--- config.mk ---
export PLATFORM = sky130hd
export DESIGN_NAME = clken_gen
export DESIGN_NICKNAME = d
export VERILOG_FILES = /design/src/rtl/clken_gen.sv
export SDC_FILE = /design/constraint.sdc
export NUM_CORES = 1
export LEC_CHECK = 0
export CAP_MARGIN = 30
export CORE_AREA = 2 2 99 101
export CTS_CLUSTER_DIAMETER = 60
export CTS_CLUSTER_SIZE = 40
export DETAILED_ROUTE_END_ITERATION = 8
export DIE_AREA = 0 0 101 103
export HOLD_SLACK_MARGIN = 0.1
export PLACE_DENSITY = 0.6
export SKIP_LAST_GASP = 1
export SLEW_MARGIN = 20
export SYNTH_ARGS = -nofsm -noshare
export SYNTH_HDL_FRONTEND = slang
export SYNTH_SLANG_ARGS = --single-unit
--- constraint.sdc ---
create_clock -name clk -period 1.62 [get_ports clk]
set_input_delay 0.324 -clock clk [delete_from_list [all_inputs] [get_ports clk]]
set_output_delay 0.324 -clock clk [all_outputs]
set_load 0.05 [all_outputs]
--- src/rtl/clken_gen.sv ---
// Multi-channel clock-enable generator with glitch-free divisor updates and
// a stretched downstream reset.
module clken_gen #(
    parameter int unsigned NCH      = 3,
    parameter int unsigned CW       = 8,
    parameter int unsigned DIV_RST  = 2,
    parameter int unsigned RST_HOLD = 16
) (
    input  logic             clk,
    input  logic             reset,
    input  logic [NCH-1:0]   div_wr,
    input  logic [CW-1:0]    div_wdata,
    input  logic             resync,
    output logic [NCH-1:0]   ce,
    output logic [NCH-1:0]   phase,
    output logic             rst_out
);

    localparam int unsigned HW = (RST_HOLD > 0) ? $clog2(RST_HOLD + 1) : 1;

    logic [HW-1:0] hold_q;
    logic          rst_out_q;

    // rst_out falls on the edge after the hold counter reaches RST_HOLD
    always_ff @(posedge clk) begin
        if (reset) begin
            hold_q    <= '0;
            rst_out_q <= 1'b1;
        end else if (rst_out_q) begin
            if (hold_q == HW'(RST_HOLD)) begin
                rst_out_q <= 1'b0;
            end else begin
                hold_q <= hold_q + HW'(1);
            end
        end
    end

    assign rst_out = rst_out_q;

    for (genvar i = 0; i < NCH; i++) begin : g_ch
        logic [CW-1:0] cnt_q;
        logic [CW-1:0] div_act_q;
        logic [CW-1:0] div_pend_q;
        logic          wrap;
        logic [CW-1:0] div_nxt;

        assign wrap    = (cnt_q == div_act_q);
        // A write coinciding with a wrap or resync takes effect immediately
        assign div_nxt = div_wr[i] ? div_wdata : div_pend_q;

        always_ff @(posedge clk) begin
            if (reset) begin
                cnt_q      <= '0;
                div_act_q  <= CW'(DIV_RST);
                div_pend_q <= CW'(DIV_RST);
            end else begin
                if (div_wr[i]) begin
                    div_pend_q <= div_wdata;
                end
                if (!rst_out_q) begin
                    if (resync || wrap) begin
                        cnt_q     <= '0;
                        div_act_q <= div_nxt;
                    end else begin
                        cnt_q <= cnt_q + CW'(1);
                    end
                end
            end
        end

        assign ce[i]    = wrap & ~rst_out_q;
        assign phase[i] = (cnt_q <= (div_act_q >> 1)) & ~rst_out_q;
    end

endmodule

==> flow_summary.yaml <==
global_routing:
  global_route_wire_length_before_repair_um: 16500
  grt_pass1_vias: 3449
  grt_util_all_layers: 0.203
  grt_overflow_total: 0
  antenna_found_initial: 0
  grt_max_degree: 45
min_path:
  worst_hold_startpoint: "reset"
  hold_path.class: "in -> reg"
synth:
  synth.ff_latch_count: 78
  avgSynthCellArea_um2: 8.79
  netlist_instances: 447
  synth.yosys.seq_area_share: 0.397
  number_of_enable_flip_flop_cells_after_synthesis: 0
  yosys.cell_types.count: 33
  ys.warnings.count: 0
  synth_fp_nets: 487
  synth_async_sr_flop_share: 0
  synth_top_flop_cell: "dfxtp_1"
  netlist_area_um2: 3930
route:
  detail_route.vias_per_cell: 5.27
  first_iter_violations: 135
  routed-via-count: 3450
  route.antenna.remaining_nets: 0
  pre_antenna_drt_iters: 4
  drt_wl_total_um: 10300
  route.detailed.drc: 0
  routed_wire_length_per_instance_um: 15.8
clock_tree:
  worst_skew_pair.late_latency_ns: 0.35
  max-clock-path-buffers: 2
  numCtsBuffers: 9
  cts.clk_slew.worst_paths_ns: 0.08
  cts_root_buffer: "clkbuf_8"
  numClockSinks: 78
  cts_tree: "done"
  cts-htree-levels: 3
floorplanning:
  dieHeight_um: 103
  core_region_area_um2: 9460
  std_cell_rows: 36
  io_pins: 21
  die_x_um: 101
  starting_density_of_the_core: 0.415
  floorplan.die_area_um2: 10400
cells_and_area:
  final_cells: 655
  post-route-util: 0.628
  layout.cell_area.non_filler_um2: 5940
  layout-drive-gt1-share: 0.458
  finalNetCount: 576
  final_cell_mix: "buf_4, dfxtp_1, nor2_1, dfxtp_2, mux2i_1"
  area_delta_synth_final_pct: 51.2
  n_diodes: 0
  mostFrequentLayoutCell: "buf_4"
timing:
  timing.final.setup_violations: 46
  final_max_slew_violation_count: 0
  worst-slew-pin-transition_ns: 0.402
  rsz0062_at_grt: "true"
  worst_path_setup_slack_after_routing_ns: -0.527
  final-hold-violation-count: 0
  final_period_minus_worst_setup_slack_ns: 2.15
  min_period_over_period: 1.33
  relSlewSlack: 0.731
  fin_worst_skew_ns: 0.00927
  max_clock_freq_mhz: 466
pwr:
  comb_power_share: 0.074
  powerDensity_nw_per_um2: 662
  total_switching_power_mw: 0.895
  sequentialPowerShare: 0.500
  p_clk_frac: 0.426
  maximum_vdd_drop_v: 0.000551
  internal_power_mw: 3.04
  power_mw: 3.93
  static-leakage-power_nw: 2.23
  switching_share: 0.228
setup_path:
  timing.setup.critical_path_class: "reg -> out"
  worstSetupStartpointType: "register"
  worst-endpoint-required_ns: 1.30
  setup.worst_path.start: "g_ch[1].div_act_q[7]"
  regToRegSetupSlack_ns: -0.33
  timing.critical_path.arrival_ns: 1.82
  critical_path.reg2reg.startpoint: "g_ch[1].cnt_q[0]"
  worst_path_max_fanout: 3
  critPathCaptureType: "primary output"
placement:
  routabilityCongestion: 0.788
  place.detailed.hpwl_um: 6620
  place_inst: 619
  dp_worst_setup_slack_ns: -0.220
  placement.io_buffers: 20
  placed_inst_area_um2: 4830
outcome:
  violated_checks: "negative setup slack"
  status: "finished, violations left"
flow_run:
  cap_violations: 0
cell families (layout without fill, tap and decap cells):
group                    count (synthesis)  in the layout  share of synthesized area
AND/OR/NAND/NOR                        141            141                      0.183
adder cells (fa/ha/maj)                 26             26                     0.0828
buffers and inverters                   50            143                     0.0560
AO/OA/AOI/OAI                           84             85                      0.122
multiplexers                            25             25                     0.0637
flip-flops                              78             78                      0.397
XOR/XNOR                                43             43                     0.0958
cell usage after synthesis (9+ instances only):
master,n,area share
nand2_1,16,0.015
mux2i_1,25,0.064
nand3_1,37,0.047
inv_1,28,0.027
nor2_1,33,0.032
xnor2_1,34,0.076
dfxtp_1,78,0.40
ha_1,26,0.083
nor3_1,20,0.025
o21ai_0,30,0.038
and3_1,9,0.014
xor2_1,9,0.020
a21oi_1,39,0.050
clkbuf_1,11,0.011
critical path, stage by stage, from the launching register on:
cell	delay (ns)
dfxtp_1	0.34
inv_1	0.05
ha_1	0.28
nand4b_1	0.21
nor2_2	0.06
o311a_4	0.39
buf_12	0.15
stage by stage:
stage / hold WS, ns / setup TNS, ns
floorplan: 0.437 / -0.290
global placement: 0.461 / -3.00
detailed placement: 0.477 / -3.13
CTS: 0.341 / -6.64
global route: 0.404 / -12.10
finish: 0.346 / -7.65
registers in the layout (all words and copies together) (netlist names):
register         count
g_ch.cnt_q          24
g_ch.div_act_q      24
g_ch.div_pend_q     24
rst_out              1
hold_q               5
power by group through the flow:
stage	registers [mW]	logic [mW]	clock network, mW
2_1_floorplan	2.01	0.143	0
3_3_place_gp	2.01	0.235	0
4_1_cts	1.97	0.264	1.71
5_1_grt	1.97	0.317	1.80
3_5_place_dp	2.02	0.240	0
6_report	1.97	0.293	1.68
metal layers:
metal | vias up | GRT usage | routed length (um)
met1 | 1642 | 0.260 | 4590
met3 | 16 | 0.0380 | 427
li1 | 1730 | - | -
met4 | 0 | 0.0676 | 187
met5 | - | 0 | 0
met2 | 62 | 0.346 | 5140
worst paths after layout:
check | cells after the start | end
setup reg to reg | 9 | g_ch[1].div_act_q[2]
hold / removal | 3 | rst_out
hold reg to reg | 2 | g_ch[0].div_act_q[0]
setup / recovery | 6 | phase[1]
repair_timing:
| item | CTS | global route |
|---|---|---|
| hold buffers | 0 | 0 |
| pin swaps | 42 | 52 |
| setup endpoints to repair | 34 | 54 |
| resized for setup | 81 | 82 |
| gates cloned | 1 | 1 |
| buffers inserted | 14 | 6 |
final cells by class:
type / instances / area, um2
fillers: 759 / 3520
multi-input cells: 320 / 2850
inverters: 28 / 105
repair buffers: 99 / 1000
well taps: 114 / 143
clock inverters: 5 / 81.3
clock buffers: 11 / 151
flip-flops and latches: 78 / 1610
Note: power is estimated with default switching activity, not from simulation.
==> RTL edit, RTL diff (config.mk and constraints unchanged) <==
Set the parameter `CW` to 4 (it was 8).
--- a/src/rtl/clken_gen.sv
+++ b/src/rtl/clken_gen.sv
@@ -2,7 +2,7 @@
 // a stretched downstream reset.
 module clken_gen #(
     parameter int unsigned NCH      = 3,
-    parameter int unsigned CW       = 8,
+    parameter int unsigned CW       = 4,
     parameter int unsigned DIV_RST  = 2,
     parameter int unsigned RST_HOLD = 16
 ) (
Ports: changed (resized div_wdata); port bits go from 21 to 17. No check against the original RTL was run, so the function may have changed too.
==> RTL edit against the original RTL <==
The run still ends with setup timing left. Power down 53%. Sequential cell count shrank 36. Worst setup slack better by 0.21 ns. Combinational power decreased by 48%. Area after synthesis fell by 43%. Count of clock-buffer cells in the layout fell by 4. Design area decreased by 45%. Wire length decreased by 51%. Register-to-register slack better by 0.38 ns. Largest power group unchanged. Highest routed layer unchanged.
==> RTL edit: results (changes against the original RTL) <==
count of input and output buffers 16 (-20%); multi-input gate share of total cell area 0.471 (-0.00846); violations in the final reports setup timing; total detailed-routing wirelength 5.08 mm (-51%); final HPWL from detailed placement 3.51 mm (-47%); sequential standard cell area 868 um2 (-46%); static power due to leakage 0.00116 uW (-48%); number of inserted filler cells in the final layout 971 (+28%); Final WS setup -0.312 ns (+0.215 ns); clock share of power 0.345 (-0.081); cell types occupying the most area after synthesis sky130_fd_sc_hd__dfxtp_1 37%, sky130_fd_sc_hd__ha_1 7.8%, sky130_fd_sc_hd__xnor2_2 7.2%; maximum ir drop on the vdd rail 0.000267 V (-52%); total of clock buffers placed in the layout 7 (-4); run status complete, but fails checks; detailed router's first-iteration violation count 57 (-58%); adder and majority cell fraction of the synthesized area 0.0777 (-0.00508); family of cells with the greatest summed delay on the critical path flip-flops; Pint 1420 uW (-53%); register share of the cell area 0.267 (-0.00394); Switching Fraction 0.234 (+0.00613); count of cell types in the netlist 30 (-9.1%); number of buffers created by CTS 5 (-4); Top Registers g_ch.cnt_q x12, g_ch.div_act_q x12, g_ch.div_pend_q x12; power dissipated in sequential cells 1060 uW (-46%); top fanout value on the critical path 2 (-1); final setup violation count 6 (-87%); global-route wire length before repair 8.78 mm (-47%); H-Tree Depth 2 (-1); number of inverters outside the clock class in the layout 15 (-46%); share of cells above drive strength 1 0.383 (-0.0751); non-clock buffer instance count of the final layout 55 (-44%)
## RTL edit: stage by stage
stage | setup slack [ns] | std cells
after floorplan | -0.0548 | 236
after global placement | -0.0281 | 378
after detailed placement | -0.0794 | 378
after CTS | -0.343 | 399
after global routing | -0.401 | 401
final | -0.312 | 401
## RTL edit: path summary, 6_finish.rpt
path                                             from                    end  slack [ns]  cells after the start
worst min register to register  g_ch[0].div_pend_q[1]  g_ch[0].div_pend_q[1]        0.47                      2
worst min-delay path            g_ch[0].div_pend_q[1]  g_ch[0].div_pend_q[1]        0.47                      2
worst max-delay path             g_ch[2].div_act_q[2]               phase[2]       -0.31                      7
worst max register to register       g_ch[1].cnt_q[1]       g_ch[1].cnt_q[2]        0.05                      9
## RTL edit: per-layer routing
metal / global-route usage / vias to the layer above / wire length [um]
li1: - / 926 / -
met1: 0.141 / 865 / 2360
met2: 0.174 / 22 / 2440
met3: 0.0285 / 8 / 204
met4: 0.0322 / 0 / 83
met5: 0 / - / 0
